File: config.mk
export PLATFORM = sky130hd
export DESIGN_NAME = crypt_result_serializer
export DESIGN_NICKNAME = d
export VERILOG_FILES = /design/src/rtl/crypt_result_serializer.sv
export SDC_FILE = /design/constraint.sdc
export NUM_CORES = 1
export LEC_CHECK = 0
export CAP_MARGIN = 20
export CORE_MARGIN = 2
export CORE_UTILIZATION = 35
export CTS_BUF_LIST = sky130_fd_sc_hd__clkbuf_8 sky130_fd_sc_hd__clkbuf_16
export DETAILED_ROUTE_END_ITERATION = 16
export HOLD_SLACK_MARGIN = 0.1
export PLACE_DENSITY = 0.64
export SLEW_MARGIN = 25
export SYNTH_ARGS = -nofsm -noshare
export SYNTH_HDL_FRONTEND = slang
export SYNTH_SLANG_ARGS = --single-unit
File: constraint.sdc
create_clock -name CLK -period 2.2 [get_ports CLK]
set_input_delay 0.44 -clock CLK [delete_from_list [all_inputs] [get_ports CLK]]
set_output_delay 0.44 -clock CLK [all_outputs]
set_load 0.005 [all_outputs]
File: src/rtl/crypt_result_serializer.sv
// crypt_result_serializer: counts the round-enable window,
// captures the final word and streams it out MSB lane first.
module crypt_result_serializer #(
  parameter int ROUNDS = 32,
  parameter int CNT_W  = 6
) (
  input  logic       CLK,
  input  logic       RST,
  input  logic       GLOBAL_EN,
  input  logic       EN_IN,
  input  logic [7:0] IN_1,
  input  logic [7:0] IN_2,
  input  logic [7:0] IN_3,
  input  logic [7:0] IN_4,
  input  logic       DREADY,
  output logic [7:0] DOUT,
  output logic       DVALID,
  output logic       DONE,
  output logic       BUSY,
  output logic       ERR
);

  typedef enum logic [1:0] {
    S_IDLE,
    S_RUN,
    S_SHIFT,
    S_DONE
  } state_t;

  localparam logic [CNT_W-1:0] CNT_MAX = '1;
  localparam logic [CNT_W-1:0] CNT_END =
    CNT_W'(ROUNDS);

  state_t           state;
  state_t           state_n;
  logic [CNT_W-1:0] rnd_cnt;
  logic [CNT_W-1:0] cnt_n;
  logic [1:0]       byte_idx;
  logic [1:0]       idx_n;
  logic [31:0]      word;
  logic [31:0]      word_n;
  logic [7:0]       dout_n;
  logic             dvalid_n;
  logic             done_n;
  logic             err_n;
  logic             en_d;
  logic             rise;

  function automatic logic [7:0] lane_sel(
    input logic [31:0] w,
    input logic [1:0]  idx
  );
    logic [7:0] r;
    unique case (idx)
      2'd0:    r = w[31:24];
      2'd1:    r = w[23:16];
      2'd2:    r = w[15:8];
      default: r = w[7:0];
    endcase
    return r;
  endfunction

  assign rise = EN_IN & ~en_d;
  assign BUSY = (state != S_IDLE);

  // Next-state and next-output decode.
  always_comb begin
    state_n  = state;
    cnt_n    = rnd_cnt;
    idx_n    = byte_idx;
    word_n   = word;
    dout_n   = DOUT;
    dvalid_n = DVALID;
    done_n   = 1'b0;
    err_n    = ERR;
    unique case (state)
      S_IDLE: begin
        if (rise && GLOBAL_EN) begin
          state_n = S_RUN;
          cnt_n   = CNT_W'(1);
          err_n   = 1'b0;
        end
      end
      S_RUN: begin
        if (!GLOBAL_EN) begin
          err_n   = 1'b1;
          state_n = S_IDLE;
        end else if (EN_IN) begin
          if (rnd_cnt != CNT_MAX)
            cnt_n = rnd_cnt + CNT_W'(1);
        end else begin
          word_n = {IN_1, IN_2, IN_3, IN_4};
          if (rnd_cnt == CNT_END) begin
            state_n  = S_SHIFT;
            idx_n    = 2'd0;
            dvalid_n = 1'b1;
            dout_n   = IN_1;
          end else begin
            err_n   = 1'b1;
            state_n = S_IDLE;
          end
        end
      end
      S_SHIFT: begin
        if (rise)
          err_n = 1'b1;
        if (DVALID && DREADY) begin
          if (byte_idx == 2'd3) begin
            dvalid_n = 1'b0;
            done_n   = 1'b1;
            state_n  = S_DONE;
          end else begin
            idx_n  = byte_idx + 2'd1;
            dout_n = lane_sel(word,
                              byte_idx + 2'd1);
          end
        end
      end
      S_DONE: begin
        state_n = S_IDLE;
      end
      default: begin
        state_n = S_IDLE;
      end
    endcase
  end

  // State and registered outputs.
  always_ff @(posedge CLK or posedge RST) begin
    if (RST) begin
      state    <= S_IDLE;
      rnd_cnt  <= '0;
      byte_idx <= 2'd0;
      word     <= 32'h0;
      en_d     <= 1'b0;
      DOUT     <= 8'h00;
      DVALID   <= 1'b0;
      DONE     <= 1'b0;
      ERR      <= 1'b0;
    end else begin
      state    <= state_n;
      rnd_cnt  <= cnt_n;
      byte_idx <= idx_n;
      word     <= word_n;
      en_d     <= EN_IN;
      DOUT     <= dout_n;
      DVALID   <= dvalid_n;
      DONE     <= done_n;
      ERR      <= err_n;
    end
  end

endmodule

==> results.tsv, run 1 <==
stage	metric	value	unit
synthesis	compound-cell area share of the yosys netlist	0.140	
synthesis	Seq cells post-synth	54	
worst_setup_path	R2R Setup Slk	0.24	ns
cts	worst skew pair latency	0.31	ns
synthesis	synthesized instance count	229	
grt	total gr overflow	0	
worst_setup_path	CP endpoint kind	output port	
synthesis	Post-synth top cells	dfrtp_1, mux2_2, o21ai_0	
worst_setup_path	slowest stage delay, CP	0.45	ns
power	Switching Share	0.310	
cts	H-Tree Depth	2	
cts	Reg clk slew, reported paths	0.10	ns
route	Routed WL	5770	µm
synthesis	Synth cell types	34	
route	DRC Markers	0	
cts	TritonCTS Sinks	54	
cts	Num CTS Buffers	5	
route	Pre-antenna DRT Iters	5	
worst_setup_path	CP Cell Sequence	inv_1 -> ha_2 -> inv_1 -> clkdlybuf4s50_1	
worst_setup_path	CP Buf/Inv Count	3	
synthesis	Synth area leaders	dfrtp_1, mux2_2, ha_1, o21ai_0, a222oi_1	
final_layout	share of layout cells above drive strength 1	0.195	
final_layout	Fill cells	703	
floorplan	die height	91.1	µm
timing	Tmin final	2.06	ns
route	Routed WL per cell	15.3	µm
synthesis	dominant cell type by area after synthesis	dfrtp_1	
worst_setup_path	startpoint types	flip-flop	
timing	Sum Neg Setup Slack	0	ns
synthesis	Post-synth EDFFs	0	
placed_design	Port Buffer Count	48	
worst_setup_path	Worst path slowest cell	dfrtp_2	
synthesis	Synth Area in XOR/XNOR	0	
cts	clock root buffer master	clkbuf_8	
power	Pint	2.47	mW
synthesis	adder-cell share of the synthesized area	0.0519	
synthesis	mux share of post-synthesis cell area	0.164	
worst_setup_path	worst endpoint required time	1.76	ns
grt	gr usage total	0.147	
grt	initial antenna violation count	0	
synthesis	post-synthesis simple-gate area fraction	0.0892	
power	PwrDens	1060	nW/µm²
cts	Longest Clk Path Bufs	2	
cts	CTS tree	done	
timing	Slew Viols, Final	0	
power	Psw	1.11	mW
synthesis	Syn Area/Cell	11.6	µm²
worst_setup_path	CP top delay family	buffers and inverters	
grt	vias in the first global route	2055	
placed_design	DP Wirelength	4190	µm
final_layout	Layout Nets	324	
floorplan	number of core rows	31	
worst_setup_path	Worst Path Arrival	1.62	ns
synthesis	ys flop type	dfrtp_1	
floorplan	core area	7290	µm²
synthesis	ys async rst share	1.00	
timing	FMAX	486	MHz
timing	setup violation total in the final timing report	0	
timing	clock skew	0.00436	ns
placed_design	gpl congestion	0.841	
outcome	outcome	complete, no violations	
synthesis	YS warnings	0	
min_path	Hold Path Class	in -> async	
power	power share of the clock group	0.169	
route	total number of vias	1918	
floorplan	DIE WIDTH	91.1	µm
timing	unrepaired setup endpoints after global routing	false	
timing	Slew HR	0.653	
synthesis	register area share after synthesis	0.509	
timing	Tcrit/Tclk final	0.936	
floorplan	starting density of the core	0.364	
timing	Worst Tran Pin Value	0.520	ns
final_layout	Diodes inserted	0	
synthesis	Syn Std Cell Area	2650	µm²
route	1st-iter DRT viols	123	
power	Lkg Pwr	1.39	nW
power	Peak VDD IR	492	µV
grt	largest net degree at the start of global routing	40	
worst_setup_path	critical path type	reg -> out	
synthesis	top-count cell post-synth	dfrtp_1	
final_layout	Final Util	0.461	
floorplan	I/O pin cnt	49	
timing	Fin Hold WS	0.484	ns
job	max cap viols	0	
route	routed vias/inst	5.10	
synthesis	Yosys top cell area share	0.509	
synthesis	largest family of logic cells by synthesized area	multiplexers	
final_layout	Area Overhead vs Synth	26.6	%
power	sequential share of power	0.472	
synthesis	Mapped Nets	277	
timing	Final Hold Fails	0	
floorplan	full die area	8290	µm²
power	combinational power share	0.359	
grt	first-pass GRT wire length	9760	µm
route	Final ANT Viol Nets	0	
worst_setup_path	critical path peak fanout	5	
worst_setup_path	Crit path top cell by count	inv_1	
cts	postcts setup bufs	0	
power by group through the flow:
stage               registers, mW  clock network [mW]  logic [mW]
finish                       1.69               0.602        1.28
global route                 1.74               0.662        1.44
CTS                          1.69               0.622        1.30
detailed placement           1.70                   0        1.29
global placement             1.69                   0        1.26
floorplan                    1.62                   0       0.882
layer usage:
layer,global-route usage,share of wire
met1,0.184,0.44
met2,0.254,0.49
met3,0.0332,0.053
met4,0.0442,0.011
met5,0,0
worst paths after layout:
check                          start          to  depth (start not counted)
setup reg to reg           flip-flop  rnd_cnt[0]                          5
hold / removal                   RST      DVALID                          2
setup / recovery            state[0]        BUSY                          4
min in group CLK            word[28]    word[28]                          2
max in group asynchronous        RST     DOUT[0]                          3
hold reg to reg             word[28]    word[28]                          2
per-stage QoR:
| stage | std cells | total power [mW] | cell area, µm² | worst slack, ns |
|---|---|---|---|---|
| global placement | 368 | 2.95 | 3250 | 0.0981 |
| floorplan | 229 | 2.50 | 2650 | 0.445 |
| global route | 376 | 3.84 | 3360 | 0.0366 |
| detailed placement | 368 | 3.00 | 3250 | 0.0373 |
| finish | 376 | 3.57 | 3360 | 0.142 |
| CTS | 376 | 3.60 | 3350 | 0.0306 |
what timing repair did:
action,CTS,global route
hold buffers,0,0
gates resized for setup,0,2
endpoints found under the setup margin,0,1
worst reg2reg max path: stages, from the launching register on:
cell	delay [ns]
dfrtp_1	0.42
inv_1	0.11
ha_1	0.41
o2111ai_2	0.21
or3_4	0.43
mux2_2	0.27
layout by cell type, fill, tap and decap left out, types with 3 or more instances in the layout:
| cell | instances |
|---|---|
| a21oi_1 | 3 |
| a222oi_1 | 8 |
| and2_1 | 9 |
| clkbuf_8 | 6 |
| clkdlybuf4s50_1 | 48 |
| dfrtp_1 | 53 |
| ha_1 | 10 |
| inv_1 | 18 |
| mux2_2 | 36 |
| mux2i_1 | 3 |
| nand2_1 | 15 |
| nand3_1 | 4 |
| nor2_1 | 6 |
| o21ai_0 | 20 |
| o22ai_1 | 7 |
| o31ai_1 | 4 |
sequential cells by signal, indices dropped and copies added (netlist names), named ones only:
register and count:
DOUT 8, byte_idx 2, ERR 1, word 32, rnd_cnt 6, state 1
en_d 1, DONE 1, DVALID 1
area by class of cell:
class                      count  area, µm²  share of cell area
tap                           99        124              0.0369
clock inverter                 2       17.5             0.00522
timing repair buffer          51        528               0.157
clock buffer                   6       82.6              0.0246
multi-input combinational    145       1180               0.352
inverter                      19       71.3              0.0212
sequential                    54       1350               0.403
logic make-up (layout without fill, tap and decap cells):
family,after synthesis,after routing
compound gates,51,51
fa+ha+maj,11,11
buf+inv,30,78
flops,54,54
mux,39,39
simple gates,44,44
Note: power is estimated with default switching activity, not from simulation.
==> run 2: changes to the inputs <==
- SLEW_MARGIN: 25 -> 20
==> results of run 2 <==
The final DEF is identical to that of run 1; final timing and power are the same.
